File: src/rtl/riscv_pkg.sv
// Shared front-end definitions: fetch FSM states, instruction field
// positions and default bus widths. The decoder uses the same field widths.
package riscv_pkg;

  localparam int ADDR_W_DEFAULT  = 16;
  localparam int INSTR_W_DEFAULT = 16;

  // Instruction field positions
  localparam int OPC_HI  = 15;
  localparam int OPC_LO  = 12;
  localparam int IMM_W   = 7;
  localparam int OFF_W   = 9;
  localparam int NZIMM_W = 6;

  typedef enum logic [1:0] {
    ST_IDLE  = 2'b00,
    ST_REQ   = 2'b01,
    ST_WAIT  = 2'b10,
    ST_DRAIN = 2'b11
  } fetch_state_e;

endpackage

File: src/rtl/fetch_skid_buf.sv
// One-entry holding buffer for a fetched instruction and its address.
// Ports:
//   clk, rst_n       clock, synchronous active-low reset
//   i_clear          drop the held entry (redirect); wins over load/unload
//   i_load           capture i_pc/i_instr, buffer becomes full
//   i_unload         entry moved downstream, buffer becomes empty
//   i_pc, i_instr    entry to capture
//   o_full           buffer holds an entry
//   o_pc, o_instr    held entry
module fetch_skid_buf
  import riscv_pkg::*;
#(
  parameter int ADDR_W  = ADDR_W_DEFAULT,
  parameter int INSTR_W = INSTR_W_DEFAULT
) (
  input  logic               clk,
  input  logic               rst_n,
  input  logic               i_clear,
  input  logic               i_load,
  input  logic               i_unload,
  input  logic [ADDR_W-1:0]  i_pc,
  input  logic [INSTR_W-1:0] i_instr,
  output logic               o_full,
  output logic [ADDR_W-1:0]  o_pc,
  output logic [INSTR_W-1:0] o_instr
);

  logic               r_full;
  logic [ADDR_W-1:0]  r_pc;
  logic [INSTR_W-1:0] r_instr;

  // Buffer occupancy and payload
  always_ff @(posedge clk) begin
    if (!rst_n) begin
      r_full  <= 1'b0;
      r_pc    <= '0;
      r_instr <= '0;
    end else if (i_clear) begin
      r_full  <= 1'b0;
    end else if (i_load) begin
      r_full  <= 1'b1;
      r_pc    <= i_pc;
      r_instr <= i_instr;
    end else if (i_unload) begin
      r_full  <= 1'b0;
    end else begin
      r_full  <= r_full;
    end
  end

  assign o_full  = r_full;
  assign o_pc    = r_pc;
  assign o_instr = r_instr;

endmodule

File: src/rtl/instruction_fetch.sv
// Instruction fetch stage: owns the PC, fetches 16-bit instructions over a
// req/gnt/rvalid memory port (one outstanding transaction) and holds the
// current instruction in the IF/ID register, with a one-entry skid buffer
// for stalls and a redirect path that flushes and drains in-flight data.
// Ports:
//   clk, rst_n                      clock, synchronous active-low reset
//   imem_req/addr, imem_gnt         fetch request, byte address (= pc), grant
//   imem_rvalid, imem_rdata         fetch response
//   stall                           downstream holds the IF/ID register
//   branch_taken, branch_target     redirect (bit 0 of target ignored)
//   if_valid, if_pc, if_instr       IF/ID register
//   opcode, immediate, offset, nzimm  decoder fields sliced from if_instr
module instruction_fetch
  import riscv_pkg::*;
#(
  parameter int                ADDR_W   = ADDR_W_DEFAULT,
  parameter int                INSTR_W  = INSTR_W_DEFAULT,
  parameter logic [ADDR_W-1:0] RESET_PC = 16'h0000
) (
  input  logic                     clk,
  input  logic                     rst_n,
  output logic                     imem_req,
  output logic [ADDR_W-1:0]        imem_addr,
  input  logic                     imem_gnt,
  input  logic                     imem_rvalid,
  input  logic [INSTR_W-1:0]       imem_rdata,
  input  logic                     stall,
  input  logic                     branch_taken,
  input  logic [ADDR_W-1:0]        branch_target,
  output logic                     if_valid,
  output logic [ADDR_W-1:0]        if_pc,
  output logic [INSTR_W-1:0]       if_instr,
  output logic [OPC_HI-OPC_LO:0]   opcode,
  output logic [IMM_W-1:0]         immediate,
  output logic [OFF_W-1:0]         offset,
  output logic [NZIMM_W-1:0]       nzimm
);

  fetch_state_e       r_state;
  fetch_state_e       w_state_nxt;
  logic [ADDR_W-1:0]  r_pc;
  logic [ADDR_W-1:0]  r_req_pc;
  logic               r_imem_req;
  logic               r_if_valid;
  logic [ADDR_W-1:0]  r_if_pc;
  logic [INSTR_W-1:0] r_if_instr;

  logic               w_consume;
  logic               w_slot_open;
  logic               w_resp_take;
  logic               w_skid_load;
  logic               w_skid_unload;
  logic               w_skid_full_nxt;
  logic               w_skid_full;
  logic [ADDR_W-1:0]  w_skid_pc;
  logic [INSTR_W-1:0] w_skid_instr;

  fetch_skid_buf #(
    .ADDR_W  (ADDR_W),
    .INSTR_W (INSTR_W)
  ) u_skid (
    .clk      (clk),
    .rst_n    (rst_n),
    .i_clear  (branch_taken),
    .i_load   (w_skid_load),
    .i_unload (w_skid_unload),
    .i_pc     (r_req_pc),
    .i_instr  (imem_rdata),
    .o_full   (w_skid_full),
    .o_pc     (w_skid_pc),
    .o_instr  (w_skid_instr)
  );

  // Slot/skid handshakes and next FSM state
  always_comb begin
    w_consume   = r_if_valid & ~stall;
    w_slot_open = ~r_if_valid | w_consume;
    // A response is only kept when it is not overtaken by a redirect
    w_resp_take   = (r_state == ST_WAIT) & imem_rvalid & ~branch_taken;
    w_skid_load   = w_resp_take & ~w_slot_open;
    w_skid_unload = ~branch_taken & w_consume & w_skid_full;
    if (branch_taken) begin
      w_skid_full_nxt = 1'b0;
    end else if (w_skid_load) begin
      w_skid_full_nxt = 1'b1;
    end else if (w_skid_unload) begin
      w_skid_full_nxt = 1'b0;
    end else begin
      w_skid_full_nxt = w_skid_full;
    end

    w_state_nxt = r_state;
    case (r_state)
      ST_IDLE: begin
        if (branch_taken || !w_skid_full_nxt) begin
          w_state_nxt = ST_REQ;
        end else begin
          w_state_nxt = ST_IDLE;
        end
      end
      ST_REQ: begin
        if (imem_gnt) begin
          w_state_nxt = branch_taken ? ST_DRAIN : ST_WAIT;
        end else begin
          w_state_nxt = ST_REQ;
        end
      end
      ST_WAIT: begin
        if (branch_taken) begin
          w_state_nxt = imem_rvalid ? ST_REQ : ST_DRAIN;
        end else if (imem_rvalid) begin
          w_state_nxt = w_skid_full_nxt ? ST_IDLE : ST_REQ;
        end else begin
          w_state_nxt = ST_WAIT;
        end
      end
      ST_DRAIN: begin
        // The stale response ends the drain even if another redirect
        // arrives with it; nothing else is outstanding to wait for.
        if (imem_rvalid) begin
          w_state_nxt = ST_REQ;
        end else begin
          w_state_nxt = ST_DRAIN;
        end
      end
      default: begin
        w_state_nxt = ST_IDLE;
      end
    endcase
  end

  // FSM, PC, granted-address capture and IF/ID register
  always_ff @(posedge clk) begin
    if (!rst_n) begin
      r_state    <= ST_IDLE;
      r_imem_req <= 1'b0;
      r_pc       <= RESET_PC;
      r_req_pc   <= '0;
      r_if_valid <= 1'b0;
      r_if_pc    <= '0;
      r_if_instr <= '0;
    end else begin
      r_state    <= w_state_nxt;
      r_imem_req <= (w_state_nxt == ST_REQ);
      if (branch_taken) begin
        r_pc       <= branch_target & ~ADDR_W'(1);
        r_if_valid <= 1'b0;
      end else begin
        if ((r_state == ST_REQ) && imem_gnt) begin
          r_pc     <= r_pc + ADDR_W'(2);
          r_req_pc <= r_pc;
        end
        if (w_resp_take && w_slot_open) begin
          r_if_valid <= 1'b1;
          r_if_pc    <= r_req_pc;
          r_if_instr <= imem_rdata;
        end else if (w_skid_unload) begin
          r_if_valid <= 1'b1;
          r_if_pc    <= w_skid_pc;
          r_if_instr <= w_skid_instr;
        end else if (w_consume) begin
          r_if_valid <= 1'b0;
        end else begin
          r_if_valid <= r_if_valid;
        end
      end
    end
  end

  assign imem_req  = r_imem_req;
  assign imem_addr = r_pc;
  assign if_valid  = r_if_valid;
  assign if_pc     = r_if_pc;
  assign if_instr  = r_if_instr;
  assign opcode    = r_if_instr[OPC_HI:OPC_LO];
  assign immediate = r_if_instr[IMM_W-1:0];
  assign offset    = r_if_instr[OFF_W-1:0];
  assign nzimm     = r_if_instr[NZIMM_W-1:0];

endmodule

File: config.mk
export PLATFORM = sky130hd
export DESIGN_NAME = instruction_fetch
export DESIGN_NICKNAME = d
export VERILOG_FILES = /design/src/rtl/riscv_pkg.sv /design/src/rtl/fetch_skid_buf.sv /design/src/rtl/instruction_fetch.sv
export SDC_FILE = /design/constraint.sdc
export NUM_CORES = 1
export LEC_CHECK = 0
export CORE_ASPECT_RATIO = 2
export CORE_MARGIN = 3
export CORE_UTILIZATION = 50
export CTS_CLUSTER_SIZE = 16
export DETAILED_ROUTE_END_ITERATION = 8
export DONT_BUFFER_PORTS = 1
export HOLD_SLACK_MARGIN = 0.15
export PLACE_DENSITY = 0.77
export SLEW_MARGIN = 10
export SYNTH_ARGS = -nofsm -noshare
export SYNTH_HDL_FRONTEND = slang
export SYNTH_SLANG_ARGS = --single-unit
export TNS_END_PERCENT = 10
File: constraint.sdc
create_clock -name clk -period 4.19 [get_ports clk]
set_clock_uncertainty 0.05 [all_clocks]
set_input_delay 0.2095 -clock clk [delete_from_list [all_inputs] [get_ports clk]]
set_output_delay 0.2095 -clock clk [all_outputs]
set_load 0.03 [all_outputs]
==> impl_metrics.tcl <==
set metrics [dict create \
    grt_pass1_wl_um 15200 \
    pwr-share-comb_pct 5.1 \
    antenna_found_initial 0 \
    synth_warnings 0 \
    setup_viol 0 \
    ys_seq_area_share_pct 46.4 \
    multi_input_area_um2 1910 \
    start_util_pct 51.9 \
    io_pins 114 \
    synth.most_common_cell "nand2_1" \
    root_buffer "clkbuf_16" \
    wl_um 9060 \
    path_class "flip-flop to flip-flop" \
    period_minus_slack_ns 2.20 \
    drv_slew 0 \
    power_w 0.00199 \
    die_h_um 135 \
    fillers 715 \
    worstHoldStart "imem_rvalid" \
    rows 46 \
    p_seq_share_pct 50.7 \
    worst_pin_slew_ns 1.15 \
    outcome "completed" \
    antenna_left 0 \
    track_usage_pct 19.5 \
    critical_path.most_common_cell "nand2_1" \
    rsz0062_at_grt "no" \
    cts_max_level 3 \
    cts_sinks 97 \
    die_x_um 70.7 \
    slew_headroom_pct 22.9 \
    gp_congestion 0.749 \
    hold-worst-slack_ns 0.170 \
    power.density_nw_per_um2 424 \
    regArea_um2 1940 \
    dieArea_um2 9570 \
    cp-start-kind "flip-flop" \
    crit_chain "nor4bb_1 > nand2_1 > nand2_1 > a31oi_1" \
    final_cells 610 \
    hp-class "input port to flip-flop" \
    syn_inst 521 \
    ctsLongestPathBuffers 2 \
    power_switching_w 0.000447 \
    r2r-start "r_state[1]$_SDFF_PN0_" \
    cts_made_buffers 9 \
    synth_edf_count 0 \
    io_buffers 0 \
    timing.final.ws_setup_ns 1.99 \
    clk_latency_ns 0.33 \
    syn_avg_cell_area_um2 8.03 \
    syn_to_final_growth_pct 12.5 \
    arrival_ns 2.33 \
    r2r_cells 4 \
    drtPass1Iterations 4 \
    crit_family "simple AND/OR/NAND/NOR gates" \
    maxCapViolations 0 \
    min_period_over_period_pct 52.4 \
    ir_worst_vdd_mv 0.301 \
    power_frac_clock_pct 44.2 \
    ys_dominant_reg_cell "dfxtp_1" \
    crit_path_max_fanout 31 \
    yosys-top-cells-count "nand2_1, dfxtp_1, a21boi_0" \
    worst-path-buf-inv 0 \
    tns_ns 0 \
    hold_depth 3 \
    viasPerCell 5.50 \
    diodes 0 \
    dp_hpwl_um 5570 \
    wire_per_inst_um 14.8 \
    cp.required_ns 4.33 \
    max_freq_ghz 0.455 \
    overflow 0 \
    critPathSlowestCell "nand2_1" \
    design.core.area_um2 8060 \
    final_hold_viol_count 0 \
    final_nets 548 \
    preCtsSetupSlack_ns 2.01 \
    drt_iter0_drc 152 \
    cts_tree "done" \
    synth_top_cell_by_area "dfxtp_1" \
    ys_types 35 \
    synth_area_um2 4180 \
    clkSlewWorstSetupHoldPaths_ns 0.06 \
    drc 0 \
    synth-seq-cells 97 \
    post_cts_buffers 0 \
    async_flop_share_pct 0 \
    power.leakage_nw 1.53 \
    internal_power_w 0.00155 \
    slowest_delay_ns 0.76 \
    cp.depth 4 \
    grt_max_degree 97 \
    vias 3357 \
    grt_pass1_vias 3202 \
    synth_top_area_share_pct 46.4 \
    startpoint "r_state[1]$_SDFF_PN0_" \
    critPathCaptureType "flip-flop" \
    switching_share_pct 22.4 \
    synthTopCellsByArea "dfxtp_1, nand2_1, a21boi_0" \
    dp.cells 559 \
    drive_above_1_share_pct 5.06 \
]
layer usage:
metal	share of wire (%)	routed length [um]	global-route usage, %	vias to the layer above
met1	39	3540	21.1	1541
met3	6.2	565	4.98	8
li1	-	-	-	1713
met4	1.4	126	5.96	0
met2	53	4820	36.3	95
met5	0	0	0	-
state kept, by name, summed over array words and instances (netlist names):
register / count
if_valid: 1
if_instr: 16
r_state: 2
imem_addr: 15
if_pc: 15
r_req_pc: 15
u_skid.o_pc: 15
imem_req: 1
u_skid.o_instr: 16
u_skid.o_full: 1
cell usage in the layout, fill, tap and decap left out, types with 2 or more instances in the layout:
cell type | synthesis | routed
a21boi_0 | 46 | 46
a21oi_1 | 10 | 10
a31oi_1 | 34 | 34
and2_1 | 2 | 2
buf_4 | 28 | 3
bufinv_16 | 0 | 2
clkbuf_16 | 0 | 9
clkbuf_8 | 0 | 2
clkinv_2 | 0 | 2
conb_1 | 1 | 2
dfxtp_1 | 97 | 97
dlygate4sd3_1 | 0 | 34
inv_1 | 4 | 4
nand2_1 | 166 | 166
nand2b_1 | 3 | 3
nand3_1 | 3 | 3
nand4_1 | 2 | 2
nand4bb_1 | 2 | 2
nor2_1 | 7 | 5
nor2_2 | 0 | 2
nor3_1 | 4 | 4
nor4_1 | 4 | 4
o211a_1 | 3 | 3
o21ai_0 | 43 | 43
o31ai_1 | 2 | 2
or4_1 | 2 | 2
xnor2_1 | 11 | 11
metrics by stage:
stage / util [%] / instance area, um^2
finish: 58.4 / 4710
floorplan: - / 4190
global route: 58.4 / 4710
CTS: 58.4 / 4710
global placement: 49.8 / 4010
detailed placement: 49.8 / 4010
cells by family after synthesis:
logic type / synth area share (%)
compound gates: 21.5
flops: 46.4
other cells: 0.0896
fa+ha+maj: 0.299
xor+xnor: 2.51
mux: 0.239
simple gates: 20.5
buf+inv: 8.43
worst paths after layout:
check | end | slack (ns)
worst max-delay path | if_instr[10]$_SDFFE_PN0P_ | 1.99
worst min-delay path | r_state[1]$_SDFF_PN0_ | 0.17
worst max register to register | if_instr[10]$_SDFFE_PN0P_ | 1.99
worst min register to register | u_skid.o_instr[4]$_SDFFE_PN0P_ | 0.41
power by group through the flow:
stage / Sequential [W] / Clock [W] / Combinational (W)
after floorplan: 0.00101 / 0 / 0.0000773
after global placement: 0.00103 / 0 / 0.0000594
after detailed placement: 0.00103 / 0 / 0.0000606
after CTS: 0.00101 / 0.000908 / 0.000103
after global routing: 0.00101 / 0.000942 / 0.000115
final: 0.00101 / 0.000881 / 0.000103
layout make-up:
type / count / share of cell area [%]
inverter: 4 / 0.319
clock inverter: 5 / 1.65
timing repair buffer: 38 / 8.29
tap: 96 / 2.55
clock buffer: 11 / 5.37
sequential: 97 / 41.3
multi-input combinational: 359 / 40.6
what timing repair did:
action	4_1_cts	5_1_grt
endpoints found under the hold margin	97	0
endpoints found under the setup margin	0	0
gates resized for setup	0	0
hold buffers	35	0
worst min-delay path, stage by stage:
cell and delay [ns]:
nand2b_1 0.10, and2_1 0.15, nor2b_1 0.05
No activity file was read; power rests on OpenSTA's default activity.
